--- src/rtl/seq_event_reporter_if.sv ---
// Report handshake between the event reporter (master) and its consumer (slave).
interface seq_event_reporter_if #(
  parameter int CNT_W = 4
);
  logic             rpt_valid;
  logic             rpt_ready;
  logic [CNT_W-1:0] rpt_count;
  logic             rpt_sat;

  modport master (output rpt_valid, rpt_count, rpt_sat, input rpt_ready);
  modport slave  (input rpt_valid, rpt_count, rpt_sat, output rpt_ready);
endinterface

--- src/rtl/seq_event_reporter.sv ---
// Counts rising edges of the 101-detector output per programmable window and
// hands each window's count to a valid/ready consumer, staging one result under back-pressure.
//
// state | meaning
// IDLE  | not counting; waits for enable to open a window
// COUNT | window open; timer counts down to 0 on the last window cycle
// STALL | finished count held in staging until the report register frees up
module seq_event_reporter #(
  parameter int CNT_W = 4,
  parameter int WIN_W = 8
) (
  input  logic                 clk,
  input  logic                 rst_n,
  input  logic                 enable,
  input  logic                 det_in,
  input  logic [WIN_W-1:0]     window_len,
  seq_event_reporter_if.master rpt,
  output logic                 missed,
  output logic                 busy
);

  typedef enum logic [1:0] {IDLE, COUNT, STALL} state_t;

  localparam logic [CNT_W-1:0] CNT_MAX = '1;

  state_t           state;
  logic             det_q;
  logic [WIN_W-1:0] timer;
  logic [CNT_W-1:0] ev_cnt;
  logic             ev_sat;
  logic [CNT_W-1:0] stg_cnt;
  logic             stg_sat;

  logic             event_hit;
  logic [CNT_W-1:0] cnt_nxt;
  logic             sat_nxt;
  logic [WIN_W-1:0] win_start;
  logic             can_load;

  // cnt_nxt/sat_nxt include the current cycle's event, so the last window cycle counts too
  always_comb begin
    event_hit = det_in & ~det_q;
    cnt_nxt   = ev_cnt;
    sat_nxt   = ev_sat;
    if (event_hit) begin
      if (ev_cnt == CNT_MAX) sat_nxt = 1'b1;
      else                   cnt_nxt = ev_cnt + 1'b1;
    end
    win_start = (window_len == '0) ? '0 : window_len - 1'b1;
    can_load  = ~rpt.rpt_valid | rpt.rpt_ready;
  end

  assign busy = (state != IDLE);

  always_ff @(posedge clk or negedge rst_n) begin
    if (!rst_n) begin
      state         <= IDLE;
      det_q         <= 1'b0;
      timer         <= '0;
      ev_cnt        <= '0;
      ev_sat        <= 1'b0;
      stg_cnt       <= '0;
      stg_sat       <= 1'b0;
      missed        <= 1'b0;
      rpt.rpt_valid <= 1'b0;
      rpt.rpt_count <= '0;
      rpt.rpt_sat   <= 1'b0;
    end else begin
      det_q <= det_in;
      // a load later in this block overrides the consume
      if (rpt.rpt_valid && rpt.rpt_ready) rpt.rpt_valid <= 1'b0;

      case (state)
        IDLE: begin
          if (enable) begin
            timer  <= win_start;
            ev_cnt <= '0;
            ev_sat <= 1'b0;
            state  <= COUNT;
          end
        end
        COUNT: begin
          if (timer == '0) begin
            if (can_load) begin
              rpt.rpt_count <= cnt_nxt;
              rpt.rpt_sat   <= sat_nxt;
              rpt.rpt_valid <= 1'b1;
              if (enable) begin
                timer  <= win_start;
                ev_cnt <= '0;
                ev_sat <= 1'b0;
              end else begin
                state <= IDLE;
              end
            end else begin
              stg_cnt <= cnt_nxt;
              stg_sat <= sat_nxt;
              state   <= STALL;
            end
          end else if (!enable) begin
            state <= IDLE;
          end else begin
            timer  <= timer - 1'b1;
            ev_cnt <= cnt_nxt;
            ev_sat <= sat_nxt;
          end
        end
        STALL: begin
          if (event_hit) missed <= 1'b1;
          if (rpt.rpt_ready) begin
            rpt.rpt_count <= stg_cnt;
            rpt.rpt_sat   <= stg_sat;
            rpt.rpt_valid <= 1'b1;
            if (enable) begin
              timer  <= win_start;
              ev_cnt <= '0;
              ev_sat <= 1'b0;
              state  <= COUNT;
            end else begin
              state <= IDLE;
            end
          end
        end
        default: state <= IDLE;
      endcase
    end
  end

endmodule

--- src/flat_wrapper.sv ---
// flat-port wrapper written by rule: the top's interface ports become plain ports
module seq_event_reporter_flat 
#(
  parameter int CNT_W = 4,
  parameter int WIN_W = 8
)
  (clk, rst_n, enable, det_in, window_len, missed, busy, rpt_rpt_valid, rpt_rpt_count, rpt_rpt_sat, rpt_rpt_ready);
  seq_event_reporter_if #(.CNT_W(CNT_W)) rpt_i ();
  input  logic clk;
  input  logic rst_n;
  input  logic enable;
  input  logic det_in;
  input  logic [WIN_W-1:0] window_len;
  output logic missed;
  output logic busy;
  output wire logic [$bits(rpt_i.rpt_valid)-1:0] rpt_rpt_valid;
  output wire logic [$bits(rpt_i.rpt_count)-1:0] rpt_rpt_count;
  output wire logic [$bits(rpt_i.rpt_sat)-1:0] rpt_rpt_sat;
  input wire logic [$bits(rpt_i.rpt_ready)-1:0] rpt_rpt_ready;
  assign rpt_rpt_valid = rpt_i.rpt_valid;
  assign rpt_rpt_count = rpt_i.rpt_count;
  assign rpt_rpt_sat = rpt_i.rpt_sat;
  assign rpt_i.rpt_ready = rpt_rpt_ready;
  seq_event_reporter #(.CNT_W(CNT_W), .WIN_W(WIN_W)) u_core (.clk(clk), .rst_n(rst_n), .enable(enable), .det_in(det_in), .window_len(window_len), .rpt(rpt_i), .missed(missed), .busy(busy));
endmodule
--- config.mk ---
export PLATFORM = sky130hd
export DESIGN_NAME = seq_event_reporter_flat
export DESIGN_NICKNAME = d
export VERILOG_FILES = /design/src/rtl/seq_event_reporter_if.sv /design/src/rtl/seq_event_reporter.sv /design/src/flat_wrapper.sv
export SDC_FILE = /design/constraint.sdc
export NUM_CORES = 1
export LEC_CHECK = 0
export BUFFER_PORTS_ARGS = -buffer_cell sky130_fd_sc_hd__buf_2
export CORE_ASPECT_RATIO = 1.2
export CORE_UTILIZATION = 60
export DETAILED_ROUTE_END_ITERATION = 10
export PLACE_DENSITY = 0.82
export SYNTH_ARGS = -nofsm -noshare
export SYNTH_HDL_FRONTEND = slang
export SYNTH_SLANG_ARGS = --single-unit
--- constraint.sdc ---
create_clock -name clk -period 6.58 [get_ports clk]
set_input_delay 0.658 -clock clk [delete_from_list [all_inputs] [get_ports clk]]
set_output_delay 0.658 -clock clk [all_outputs]
set_load 0.1 [all_outputs]
==> metrics.txt <==
clk_lat worst skew=330 ps; synthesis warning total=0; Yosys cell types=51; ratio of cells with drive above 1 in the final layout=18.91%; port bufs=20; Routed WL=3.714 mm; Cell Area, Synth=1792 µm²; vias in the first global route=1,344; ANT nets after route=0; total CTS buffers=3; die width=51.89 µm; clk slew on worst S/H paths=150 ps; Worst IR Drop VDD=355.5 µV; GRT Resource Usage Total=25.69%; internal cell power=416.8 µW; NumNets Final=224; die area=3210 µm²; largest net degree at the start of global routing=29; status=finished clean; total iterations of the first detailed-routing run=4; clock skew=4.443 ps; Mapped Avg Cell Area=9.738 µm²; Async S/R FF share, synth=100.0%; first-pass GRT wire length=6.078 mm; grt ovf=0; Area growth syn-to-layout=6.983%; Post-synth EDFFs=0; Worst Setup End Kind=flop; CTS Sinks=28; routed wire length per instance=15.80 µm; Bufs and invs on worst path=0; unrepaired setup endpoints after global routing=false; Worst EP arrival=2740 ps; # setup viols final=0; die outline height=61.86 µm; initial antenna violation count=0; Setup CP Type=reg2reg; Fmax=396.3 MHz; leakage=0.8880 nW; startpoint class of the critical path=flop; Initial Util=63.73%; Post-CTS Repair Setup Buffers=0; PD cells=435.9 nW/µm²; DRT iter0 DRCs=28; DR vias/cell=6.157; CTS H-Tree Depth=1; max_slew headroom=52.32%; critical-path cell list=nor4_1 -> nand4_1 -> nand2_1 -> nor2_1 -> a2bb2oi_1; Via Count=1,447; Post-Synthesis Cells=184; Clk pwr share=10.2%; fin crit period=2523 ps; Max Buffers Root-to-Sink=2; final hold slack=321.0 ps; CP max-delay cell=nor4_1; Synth Net Count=206; Final TNS setup=0 ps; endpoints failing hold=0; CTS tree=yes; CP delay by family, top=simple AND/OR/NAND/NOR gates; Seq/Total Area, Yosys=39.11%; Placer Congestion=0.9116; combinational power share=56.7%; crit share post-route=38.35%; Final Slew Violations=0; # resized after CTS=0; max_cap viols=0; Sw Share=50.12%; P_sw=418.8 µW; Rows=21; Tightest Pin Transition=708.6 ps; Worst R2R Setup Slack=4060 ps; Top FF cell, synth=dfrtp_1; Required @ worst endpoint=6800 ps; antenna fix cells=0; core footprint=2811 µm²; Worst Hold Class=in2async; clock root buffer=clkbuf_4; CP max stage delay=670 ps; CP max FO=15; # IOs=21; Yosys reg bits=28; Remaining DRCs=0; hold buffer count at CTS=0; Reg power frac=33.2%; Post-DP HPWL=2.791 mm
[final timing paths]
path | start | to | cells past startpoint
setup / recovery | u_core.timer[4] | u_core.ev_sat | 5
hold / removal | rst_n | u_core.rpt.rpt_count[0] | 1
setup reg to reg | u_core.timer[4] | u_core.ev_sat | 5
hold reg to reg | u_core.missed | u_core.missed | 1
max in group asynchronous | rst_n | u_core.stg_cnt[2] | 1
min in group clk | det_in | u_core.det_q | 1
[state kept, by name (all words and copies together), names as in the netlist]
name / cells
u_core.state: 2
u_core.stg_cnt: 4
u_core.ev_sat: 1
u_core.rpt.rpt_sat: 1
u_core.rpt.rpt_valid: 1
u_core.missed: 1
u_core.timer: 8
u_core.rpt.rpt_count: 4
u_core.det_q: 1
u_core.ev_cnt: 4
u_core.stg_sat: 1
[layer usage]
| layer | track usage [%] | vias up | share of wire (%) |
|---|---|---|---|
| li1 | - | 707 | - |
| met1 | 31.38 | 688 | 43 |
| met2 | 46.70 | 42 | 52 |
| met3 | 3.163 | 10 | 2.8 |
| met4 | 8.880 | 0 | 2.3 |
| met5 | 0 | - | 0 |
[worst reg2reg max path, cell delays in order, from the launching register on]
cell and delay [ps]:
dfrtp_1 470, nor4_1 670, nand4_1 500, nand2_1 550
nor2_1 80, a2bb2oi_1 140
[Yosys cell counts, drive strengths merged (3+ instances only)]
master,n,share of area (%)
xor2,4,2.0
o21ai,11,3.9
inv,10,2.1
nor2,8,2.1
a21oi,5,1.4
o31ai,6,2.8
dfrtp,28,39
nand3,6,2.0
o22ai,7,2.4
nand2,25,5.2
nor3,4,1.1
nor4,3,1.0
xnor2,6,2.9
nor3b,4,1.7
a22o,7,3.5
ha,9,6.3
buf,5,2.0
a21o,3,1.3
mux2,4,3.4
[through the flow]
stage / cell area [µm²] / instances / setup WS [ps] / util (%) / power (mW)
floorplan: 1792 / 184 / 4506 / - / 0.6755
global placement: 1881 / 231 / 4278 / 66.89 / 0.7297
detailed placement: 1881 / 231 / 4142 / 66.89 / 0.7498
CTS: 1917 / 235 / 4093 / 68.18 / 0.8333
global route: 1917 / 235 / 3777 / 68.18 / 0.8841
finish: 1917 / 235 / 4057 / 68.18 / 0.8356
[power groups by stage]
stage | Sequential (mW) | Clock (mW) | Combinational, mW
after floorplan | 0.382 | 0 | 0.294
after global placement | 0.273 | 0 | 0.456
after detailed placement | 0.277 | 0 | 0.473
after CTS | 0.275 | 0.0852 | 0.473
after global routing | 0.285 | 0.0936 | 0.506
final | 0.277 | 0.0850 | 0.473
[cell usage in the layout, fill, tap and decap left out, types with 2 or more instances in the layout]
master     n
dfrtp_1   28
nand2_1   25
buf_2     20
inv_1     10
o21ai_0    9
ha_1       9
o22ai_1    7
nor2_1     7
xnor2_1    6
a22o_1     6
a21oi_1    5
nand3_1    5
o31ai_1    5
nor3b_1    4
nor3_1     4
xor2_1     4
mux2_4     4
nor4_1     3
a21o_1     3
clkbuf_4   3
nor2b_1    2
nand4_1    2
mux2i_1    2
o211ai_1   2
o21a_1     2
[area by class of cell]
type,count,area [µm²]
multi-input combinational,139,999.7
tap,34,42.54
inverter,10,37.54
timing repair buffer,20,100.1
clock buffer,4,36.28
sequential,28,700.7
fill,228,894.6
[logic make-up (layout without fill, tap and decap cells)]
kind of cell	Yosys count	in the layout	synth area share, %
buffers and inverters	17	34	5.097
DFF	28	28	39.11
adders and majority gates	9	9	6.285
AOI/OAI and AO/OA	54	54	22.70
xor gates and xnor gates	10	10	4.888
and+or+nand+nor	60	60	17.46
muxes	6	6	4.469
Power figures use the tool's default switching activity.
